File: src/rtl/xlate_tlb.sv
`timescale 1ns/1ps
// xlate_tlb: single-stage MIPS-style address translator with a small fully
// associative TLB.
//
// Ports
//   clk, reset          rising-edge clock, synchronous active-high reset
//   req_*               lookup request (valid/ready). Fields: vaddr, asid, user
//   resp_*              registered lookup result (valid/ready). Fields: paddr,
//                       miss, addr_err, uncached
//   tlbw_*              single-entry TLB write port
//   flush               invalidate every entry
//   miss_count          saturating count of accepted requests that missed
//
// The lookup is combinational from the request and the current TLB contents.
// Its result is captured in one register stage. A write or flush in the same
// cycle therefore takes effect only for later lookups.
module xlate_tlb #(
  parameter int ENTRIES   = 8,
  parameter int PAGE_BITS = 12,
  parameter int ASID_W    = 8
) (
  input  logic                       clk,
  input  logic                       reset,
  input  logic                       req_valid,
  output logic                       req_ready,
  input  logic [31:0]                req_vaddr,
  input  logic [ASID_W-1:0]          req_asid,
  input  logic                       req_user,
  output logic                       resp_valid,
  input  logic                       resp_ready,
  output logic [31:0]                resp_paddr,
  output logic                       resp_miss,
  output logic                       resp_addr_err,
  output logic                       resp_uncached,
  input  logic                       tlbw_en,
  input  logic [$clog2(ENTRIES)-1:0] tlbw_index,
  input  logic [31-PAGE_BITS:0]      tlbw_vpn,
  input  logic [ASID_W-1:0]          tlbw_asid,
  input  logic                       tlbw_global,
  input  logic [31-PAGE_BITS:0]      tlbw_pfn,
  input  logic                       tlbw_valid,
  input  logic                       flush,
  output logic [15:0]                miss_count
);

  localparam int VPN_W = 32 - PAGE_BITS;

  function automatic logic [15:0] sat_inc(input logic [15:0] v);
    return (v == 16'hFFFF) ? v : v + 16'd1;
  endfunction

  // TLB storage. Only the valid bits are control state; the tag and data
  // fields need no reset because an entry is ignored until marked valid.
  logic [ENTRIES-1:0] ent_valid;
  logic [VPN_W-1:0]   ent_vpn    [ENTRIES];
  logic [ASID_W-1:0]  ent_asid   [ENTRIES];
  logic               ent_global [ENTRIES];
  logic [VPN_W-1:0]   ent_pfn    [ENTRIES];

  // ---- stage p0: combinational lookup on the incoming request ----
  logic               accept_p0;
  logic [VPN_W-1:0]   vpn_p0;
  logic               hit_p0;
  logic [VPN_W-1:0]   hit_pfn_p0;
  logic [31:0]        paddr_p0;
  logic               miss_p0;
  logic               err_p0;
  logic               unc_p0;

  logic               vld_p1;
  logic [31:0]        paddr_p1;
  logic               miss_p1;
  logic               err_p1;
  logic               unc_p1;
  logic [15:0]        miss_cnt_p1;

  assign req_ready = !vld_p1 || resp_ready;
  assign accept_p0 = req_valid && req_ready;
  assign vpn_p0    = req_vaddr[31:PAGE_BITS];

  // Scan upward and keep the first match so the lowest index wins.
  always_comb begin
    hit_p0     = 1'b0;
    hit_pfn_p0 = '0;
    for (int i = 0; i < ENTRIES; i++) begin
      if (!hit_p0 && ent_valid[i] && (ent_vpn[i] == vpn_p0) &&
          (ent_global[i] || (ent_asid[i] == req_asid))) begin
        hit_p0     = 1'b1;
        hit_pfn_p0 = ent_pfn[i];
      end
    end
  end

  // Segment decode. vaddr[31:30]==2'b10 covers kseg0/kseg1 (unmapped);
  // bit 29 then selects kseg1, the uncached window.
  always_comb begin
    paddr_p0 = '0;
    miss_p0  = 1'b0;
    err_p0   = 1'b0;
    unc_p0   = 1'b0;
    if (req_user && req_vaddr[31]) begin
      err_p0 = 1'b1;
    end else if (req_vaddr[31:30] == 2'b10) begin
      paddr_p0 = {3'b000, req_vaddr[28:0]};
      unc_p0   = req_vaddr[29];
    end else if (hit_p0) begin
      paddr_p0 = {hit_pfn_p0, req_vaddr[PAGE_BITS-1:0]};
    end else begin
      miss_p0 = 1'b1;
    end
  end

  // ---- stage p1: registered response and miss counter ----
  always_ff @(posedge clk) begin
    if (reset) begin
      vld_p1      <= 1'b0;
      paddr_p1    <= '0;
      miss_p1     <= 1'b0;
      err_p1      <= 1'b0;
      unc_p1      <= 1'b0;
      miss_cnt_p1 <= '0;
    end else begin
      if (accept_p0) begin
        vld_p1   <= 1'b1;
        paddr_p1 <= paddr_p0;
        miss_p1  <= miss_p0;
        err_p1   <= err_p0;
        unc_p1   <= unc_p0;
        if (miss_p0)
          miss_cnt_p1 <= sat_inc(miss_cnt_p1);
      end else if (resp_ready) begin
        vld_p1 <= 1'b0;
      end
    end
  end

  // TLB valid bits: reset beats flush, flush beats a write.
  always_ff @(posedge clk) begin
    if (reset || flush)
      ent_valid <= '0;
    else if (tlbw_en)
      ent_valid[tlbw_index] <= tlbw_valid;
  end

  // Tag/data fields may be written during a flush; the entry stays invalid.
  always_ff @(posedge clk) begin
    if (tlbw_en) begin
      ent_vpn[tlbw_index]    <= tlbw_vpn;
      ent_asid[tlbw_index]   <= tlbw_asid;
      ent_global[tlbw_index] <= tlbw_global;
      ent_pfn[tlbw_index]    <= tlbw_pfn;
    end
  end

  assign resp_valid    = vld_p1;
  assign resp_paddr    = paddr_p1;
  assign resp_miss     = miss_p1;
  assign resp_addr_err = err_p1;
  assign resp_uncached = unc_p1;
  assign miss_count    = miss_cnt_p1;

endmodule

File: config.mk
export PLATFORM = sky130hd
export DESIGN_NAME = xlate_tlb
export DESIGN_NICKNAME = d
export VERILOG_FILES = /design/src/rtl/xlate_tlb.sv
export SDC_FILE = /design/constraint.sdc
export NUM_CORES = 1
export LEC_CHECK = 0
export CAP_MARGIN = 25
export CORE_ASPECT_RATIO = 0.6
export CORE_MARGIN = 5
export CORE_UTILIZATION = 55
export DETAILED_ROUTE_END_ITERATION = 10
export GPL_TIMING_DRIVEN = 0
export PLACE_DENSITY = 0.72
export REMOVE_ABC_BUFFERS = 1
export SLEW_MARGIN = 20
export SYNTH_ARGS = -nofsm -noshare
export SYNTH_HDL_FRONTEND = slang
export SYNTH_SLANG_ARGS = --single-unit
File: constraint.sdc
create_clock -name clk -period 7.95 [get_ports clk]
set_clock_uncertainty 0.2 [all_clocks]
set_input_delay 1.9875 -clock clk [delete_from_list [all_inputs] [get_ports clk]]
set_output_delay 1.9875 -clock clk [all_outputs]
set_load 0.005 [all_outputs]
# ---- Word level (Yosys, flattened, before mapping)
# Memories as Yosys holds them, arrays and structs flattened.
# Cells that the tools add are included.
dict set report totals {
  ff_bits 60
  output_inout_bits 53
  ram_bits 392
  inputBits 100
  elab_cells 111
  mem_count 4
}
dict set report classes {
  bitwise_logic 1
  add_sub_neg 1
  muxes 32
  n_reduce_logical 46
  order_cmp 2
  n_eq_ne 18
}
# name depth word_bits rd rd_ports_with_merged_regs write_ports line_no
set mem_list {}
lappend mem_list {ent_pfn 8 20 8 0 1 58} ;# logic [VPN_W-1:0] ent_pfn [ENTRIES];
lappend mem_list {ent_vpn 8 20 8 0 1 55} ;# logic [VPN_W-1:0] ent_vpn [ENTRIES];
lappend mem_list {ent_asid 8 8 8 0 1 56} ;# logic [ASID_W-1:0] ent_asid [ENTRIES];
lappend mem_list {ent_global 8 1 8 0 1 57} ;# logic ent_global [ENTRIES];
# operator n
set ops {}
lappend ops {{$eq 20x20->1} 8}
lappend ops {{$mux 20} 8}
lappend ops {{$mux 32} 3}
lappend ops {{$eq 8x8->1} 8}
lappend ops {{$logic_and 1x1->1} 26}
lappend ops {{$mux 1} 19}
lappend ops {{$add 16x1->16 const B} 1}
lappend ops {{$eq 16x16->1 const B} 1}
lappend ops {{$logic_or 1x1->1} 10}
lappend ops {{$bwmux 8} 1}
lappend ops {{$logic_not 1->1} 8}
lappend ops {{$lt 3x4->1 const B} 1}
lappend ops {{$demux 1 s3} 1}
lappend ops {{$ge 3x1->1 const B} 1}
lappend ops {{$reduce_and 3->1} 1}
lappend ops {{$eq 2x2->1 const B} 1}
lappend ops {{$reduce_bool 2->1} 1}
lappend ops {{$not 1->1} 1}

# ---- Depth between registers and ports, before layout
# Gate-level depths: netlist of the first run.
dict set report depth {
  ltp_word 43
  ltp_mapped 13
  depth_no_buf 9
}

# ---- Worst setup path before layout of the first run
# Ideal clock, no wire load.
dict set report synth_path {
  path_type {in2reg}
  start {in tlbw_index[0]}
  end {reg ent_valid[0]}
  cell_stages 4
  t_arrival_ns 6.091
  path_slack_ns 1.535
  path_cell_list {nand2b_1 > nor3_1 > mux2i_1 > nor2_1}
}
dict set report synth_via {
  elab_chain_cells 5
}
# element line_no
set synth_lines {}
lappend synth_lines {{start: declaration} 36} ;# input logic [$clog2(ENTRIES)-1:0] tlbw_index,
lappend synth_lines {{$lt 3x4->1 (not written as such) or $ge 3x1->1 (tied branches)} 142} ;# ent_valid[tlbw_index] <= tlbw_valid;
lappend synth_lines {{$logic_and 1x1->1 (not written as such)} 142}
lappend synth_lines {{$mux 1 (not written as such)} 142}
lappend synth_lines {{$demux 1 s3 *} 142}
lappend synth_lines {{$bwmux 8 *} 142}
lappend synth_lines {{end signal: indexed assignment} 142}
lappend synth_lines {{end: declaration} 54} ;# logic [ENTRIES-1:0] ent_valid;
# Mark *: on every way between the ends. The rest lies on a longest branch, timed or not.
# A chain may end at the register's enable or synchronous reset.

# ---- Final worst setup path of the first run
dict set report layout_path {
  start {in req_vaddr[13]}
  end {reg paddr_p1[6], in the netlist resp_paddr[6]}
}
dict set report layout_via {
  elab_chain_cells 42
}
# element line_no
set layout_lines {}
lappend layout_lines {{start: declaration} 26} ;# input logic [31:0] req_vaddr,
lappend layout_lines {{$eq 20x20->1} 86} ;# if (!hit_p0 && ent_valid[i] && (ent_vpn[i] == vpn_p0) &&
lappend layout_lines {{$logic_and 1x1->1 (2 in a row)} 86}
lappend layout_lines {{$mux 1} 86}
lappend layout_lines {{$logic_not 1->1} 86}
lappend layout_lines {{$logic_and 1x1->1 (3 in a row)} 86}
lappend layout_lines {{$mux 1} 86}
lappend layout_lines {{$logic_not 1->1} 86}
lappend layout_lines {{$logic_and 1x1->1 (3 in a row)} 86}
lappend layout_lines {{[17 not listed]} n/a}
lappend layout_lines {{$logic_and 1x1->1 (3 in a row)} 86}
lappend layout_lines {{$mux 1} 86}
lappend layout_lines {{$logic_not 1->1} 86}
lappend layout_lines {{$logic_and 1x1->1 (3 in a row)} 86}
lappend layout_lines {{$mux 1 *} 86}
lappend layout_lines {{$mux 32 *} 106} ;# end else if (hit_p0) begin
lappend layout_lines {{$mux 32 *} 103} ;# end else if (req_vaddr[31:30] == 2'b10) begin
lappend layout_lines {{$mux 32 *} 101} ;# if (req_user && req_vaddr[31]) begin
lappend layout_lines {{end signal: assignment} 125} ;# paddr_p1 <= paddr_p0;
lappend layout_lines {{end: declaration} 71} ;# logic [31:0] paddr_p1;
# Marked as above.

==> flow_summary.toml, run 1 <==
[routing]
postRouteWirelength_um = 53400
vias_per_cell = 6.136
firstDrtPassIters = 5
drc = 0
vias = 12187
dr.first_iter.drc_count = 1756
postRouteAntennaNets = 0
avgRoutedWirePerCell_um = 26.89

[logic_synthesis]
synth.most_common_cell = "edfxtp_1"
synthTopCellsByArea = "edfxtp_1 (62%), xor2_1 (7.1%), dfxtp_1 (6.3%), xnor2_1 (3.9%), nor4_1 (1.9%)"
async_flop_share_pct = 0
synth_top_area_share_pct = 61.87
syn-mean-instance-area_sq_um = 14.28
yosysUniqueCellTypes = 73
synth-edff-count = 392
yosys-top-cells-count = "edfxtp_1 (392), xor2_1 (154), xnor2_1 (84)"
synth_top_area_cell = "edfxtp_1"
synthCells = 1332
yosysWarnings = 0
synth_area_sq_um = 19030
synthFlopType = "edfxtp_1"
synth_seq_cells = 452
yosysSeqAreaShare_pct = 68.18

[cts]
numCtsBuffers = 42
tritoncts = "built"
cts_hold_buf = 0
worstSkewPairLatency_ns = 0.56
post_cts.repair.setup_buffers = 0
cts_buffer_depth = 3
path_clk_slew_ns = 0.06
numClockSinks = 452
postCtsResizedCells = 0
htree_levels = 2
cts_root_buf = "clkbuf_16"

[cells_and_area]
fin_cells = 1986
syn2layout_area_growth_pct = 19.35
utilization_pct = 66.99
final_net_count = 1593
drive_above_1_share_pct = 9.436
nFillCells = 2410

[power]
p_int_mw = 3.981
powerDensity_nw_per_um2 = 225.0
p_comb_share_pct = 7.0
ir_drop_v = 0.0001677
switchingPower_mw = 1.129
pwr-share-clk_pct = 40.7
sw_frac_of_total_pct = 22.10
seqPwrFrac_pct = 52.3
p_leak_nw = 7.447

[critical_path]
ff2ff_setup_slack_ns = 3.31
crit_path_end_kind = "flop"
cp_data_required_time_ns = 8.24
crit_fanout = 17
critPathLaunchType = "input pin"
worstPathArrival_ns = 7.00
critical_path_class = "input pin to flop"

[min_path]
hold_class = "flop to flop"

[floorplan]
coreArea_sq_um = 33900
start_util_pct = 56.13
die_w_um = 250.1
pin_count = 153
fp.dieH_um = 154.1
num_rows = 52
die_area_sq_um = 38530

[global_routing]
grt_max_degree = 37
grt_overflow = 0
grt_pass1_wl_um = 77020
track_usage_pct = 26.95
grt_antenna_before_repair = 1
grt_pass1_vias = 11713

[sta]
worstMarginPinSlew_ns = 1.118
final_hold_viol_count = 0
setup_viol = 0
setup_tns_ns = 0
grt_setup_unrepaired = "no"
final.period_utilization_pct = 84.33
report.final.slew_viol_count = 0
fmax_mhz = 149.2
relSlewSlack_pct = 24.79
final.min_clock_period_ns = 6.704

[status]
status = "completed"

[placement]
dp_cells = 1906
io_buffers = 152
hpwlAfterDp_um = 37310
gp_congestion = 0.9569

[run]
max_cap_violations = 0
## final timing paths
| check | startpoint | end | depth (start not counted) |
|---|---|---|---|
| hold / removal | resp_paddr[30] | resp_paddr[30] | 2 |
| hold reg to reg | resp_paddr[30] | resp_paddr[30] | 2 |
| setup reg to reg | ent_vpn[1][3] | resp_paddr[12] | 11 |
| setup / recovery | req_vaddr[13] | resp_paddr[6] | 11 |
## power groups by stage
| stage | clock network, mW | logic [mW] | registers (mW) |
|---|---|---|---|
| floorplan | 0 | 0.129 | 2.72 |
| global placement | 0 | 0.322 | 2.73 |
| detailed placement | 0 | 0.344 | 2.73 |
| CTS | 2.09 | 0.347 | 2.67 |
| global route | 2.20 | 0.374 | 2.68 |
| finish | 2.08 | 0.358 | 2.67 |
## per-layer routing
layer	wire (um)	GRT usage (%)
met1	22540	41.26
met5	0	0
met4	1200	6.466
met3	8363	11.06
met2	21300	35.82
## through the flow
| stage | power (mW) | setup slack [ns] | hold slack (ns) | instance area (sq um) |
|---|---|---|---|---|
| floorplan | 2.854 | 1.541 | 0.2440 | 18570 |
| global placement | 3.051 | -1.867 | 0.2494 | 20660 |
| detailed placement | 3.070 | 0.6571 | 0.2537 | 21280 |
| CTS | 5.116 | 1.235 | 0.2729 | 22690 |
| global route | 5.251 | 1.145 | 0.3105 | 22710 |
| finish | 5.110 | 1.246 | 0.2677 | 22710 |
## layout make-up
class,instances,area [sq um],share of cell area [%]
Sequential cell,452,12970,57.13
Clock buffer,54,1167,5.141
Tap cell,459,574.3,2.529
Clock inverter,24,250.2,1.102
Inverter,10,37.54,0.1653
Timing Repair Buffer,187,2058,9.064
Multi-Input combinational cell,799,5645,24.86
Antenna cell,1,2.502,0.01102
## layout by cell type (no fill, tap or decap), types with 8 or more instances in the layout
master             n
a21oi_1           18
a221oi_1          12
a22oi_1           25
a32oi_1            9
and2_1             9
and3_1            17
buf_16             8
buf_4              8
buf_6             13
clkbuf_16         43
clkdlybuf4s50_1  151
clkinv_1          11
dfxtp_1           60
edfxtp_1         392
inv_1              9
nand2_1           80
nand2b_1          12
nand3_1           40
nand4_1           32
nor2_1            54
nor3_1            28
nor4_1            59
o21ai_0           27
o31ai_1           16
or2_2             10
xnor2_1           84
xor2_1           154
## sequential cells by signal (all words and copies together), names as in the netlist
signal	count
ent_asid	64
ent_global	8
ent_pfn	160
ent_valid	8
ent_vpn	160
miss_count	16
resp_addr_err	1
resp_miss	1
resp_paddr	32
resp_uncached	1
resp_valid	1
## cells by family (layout without fill, tap and decap cells)
group                    count (synthesis)  after routing  share of synthesized area, %
buffers and inverters                   81            275                         2.604
adder cells (fa/ha/maj)                  1              1                       0.06575
AND/OR/NAND/NOR                        389            389                         11.26
flip-flops                             452            452                         68.18
multiplexers                             2              2                        0.1052
AO/OA/AOI/OAI                          168            168                         6.741
other                                    0              1                             0
XOR/XNOR                               239            239                         11.04
## worst max-delay path, cell delays in order
cell and delay (ns):
clkdlybuf4s50_1 1.13, xor2_1 0.43, nor4_1 0.89, nand2_1 0.10, nor3_1 0.47, a41oi_1 0.28
nand4_1 0.63, buf_6 0.28, o31a_1 0.45, a22oi_1 0.16, nor2_1 0.14
Power figures use the tool's default switching activity.
==> run 2: changes to the inputs <==
==> constraint.sdc (replaced) <==
create_clock -name clk -period 6.85 [get_ports clk]
set_clock_uncertainty 0.2 [all_clocks]
set_input_delay 1.7125 -clock clk [delete_from_list [all_inputs] [get_ports clk]]
set_output_delay 1.7125 -clock clk [all_outputs]
set_load 0.005 [all_outputs]
==> results of run 2 <==
Same layout as run 1 (identical final DEF). Status: completed.
Main changes from that run: setup slack after placement 0.6571 ns -> -0.1679 ns; setup slack after layout 1.246 ns -> 0.4211 ns; register-to-register setup slack 3.31 ns -> 2.21 ns; total power 5.110 mW -> 5.931 mW; worst IR drop on VDD 0.0001677 V -> 0.0001946 V
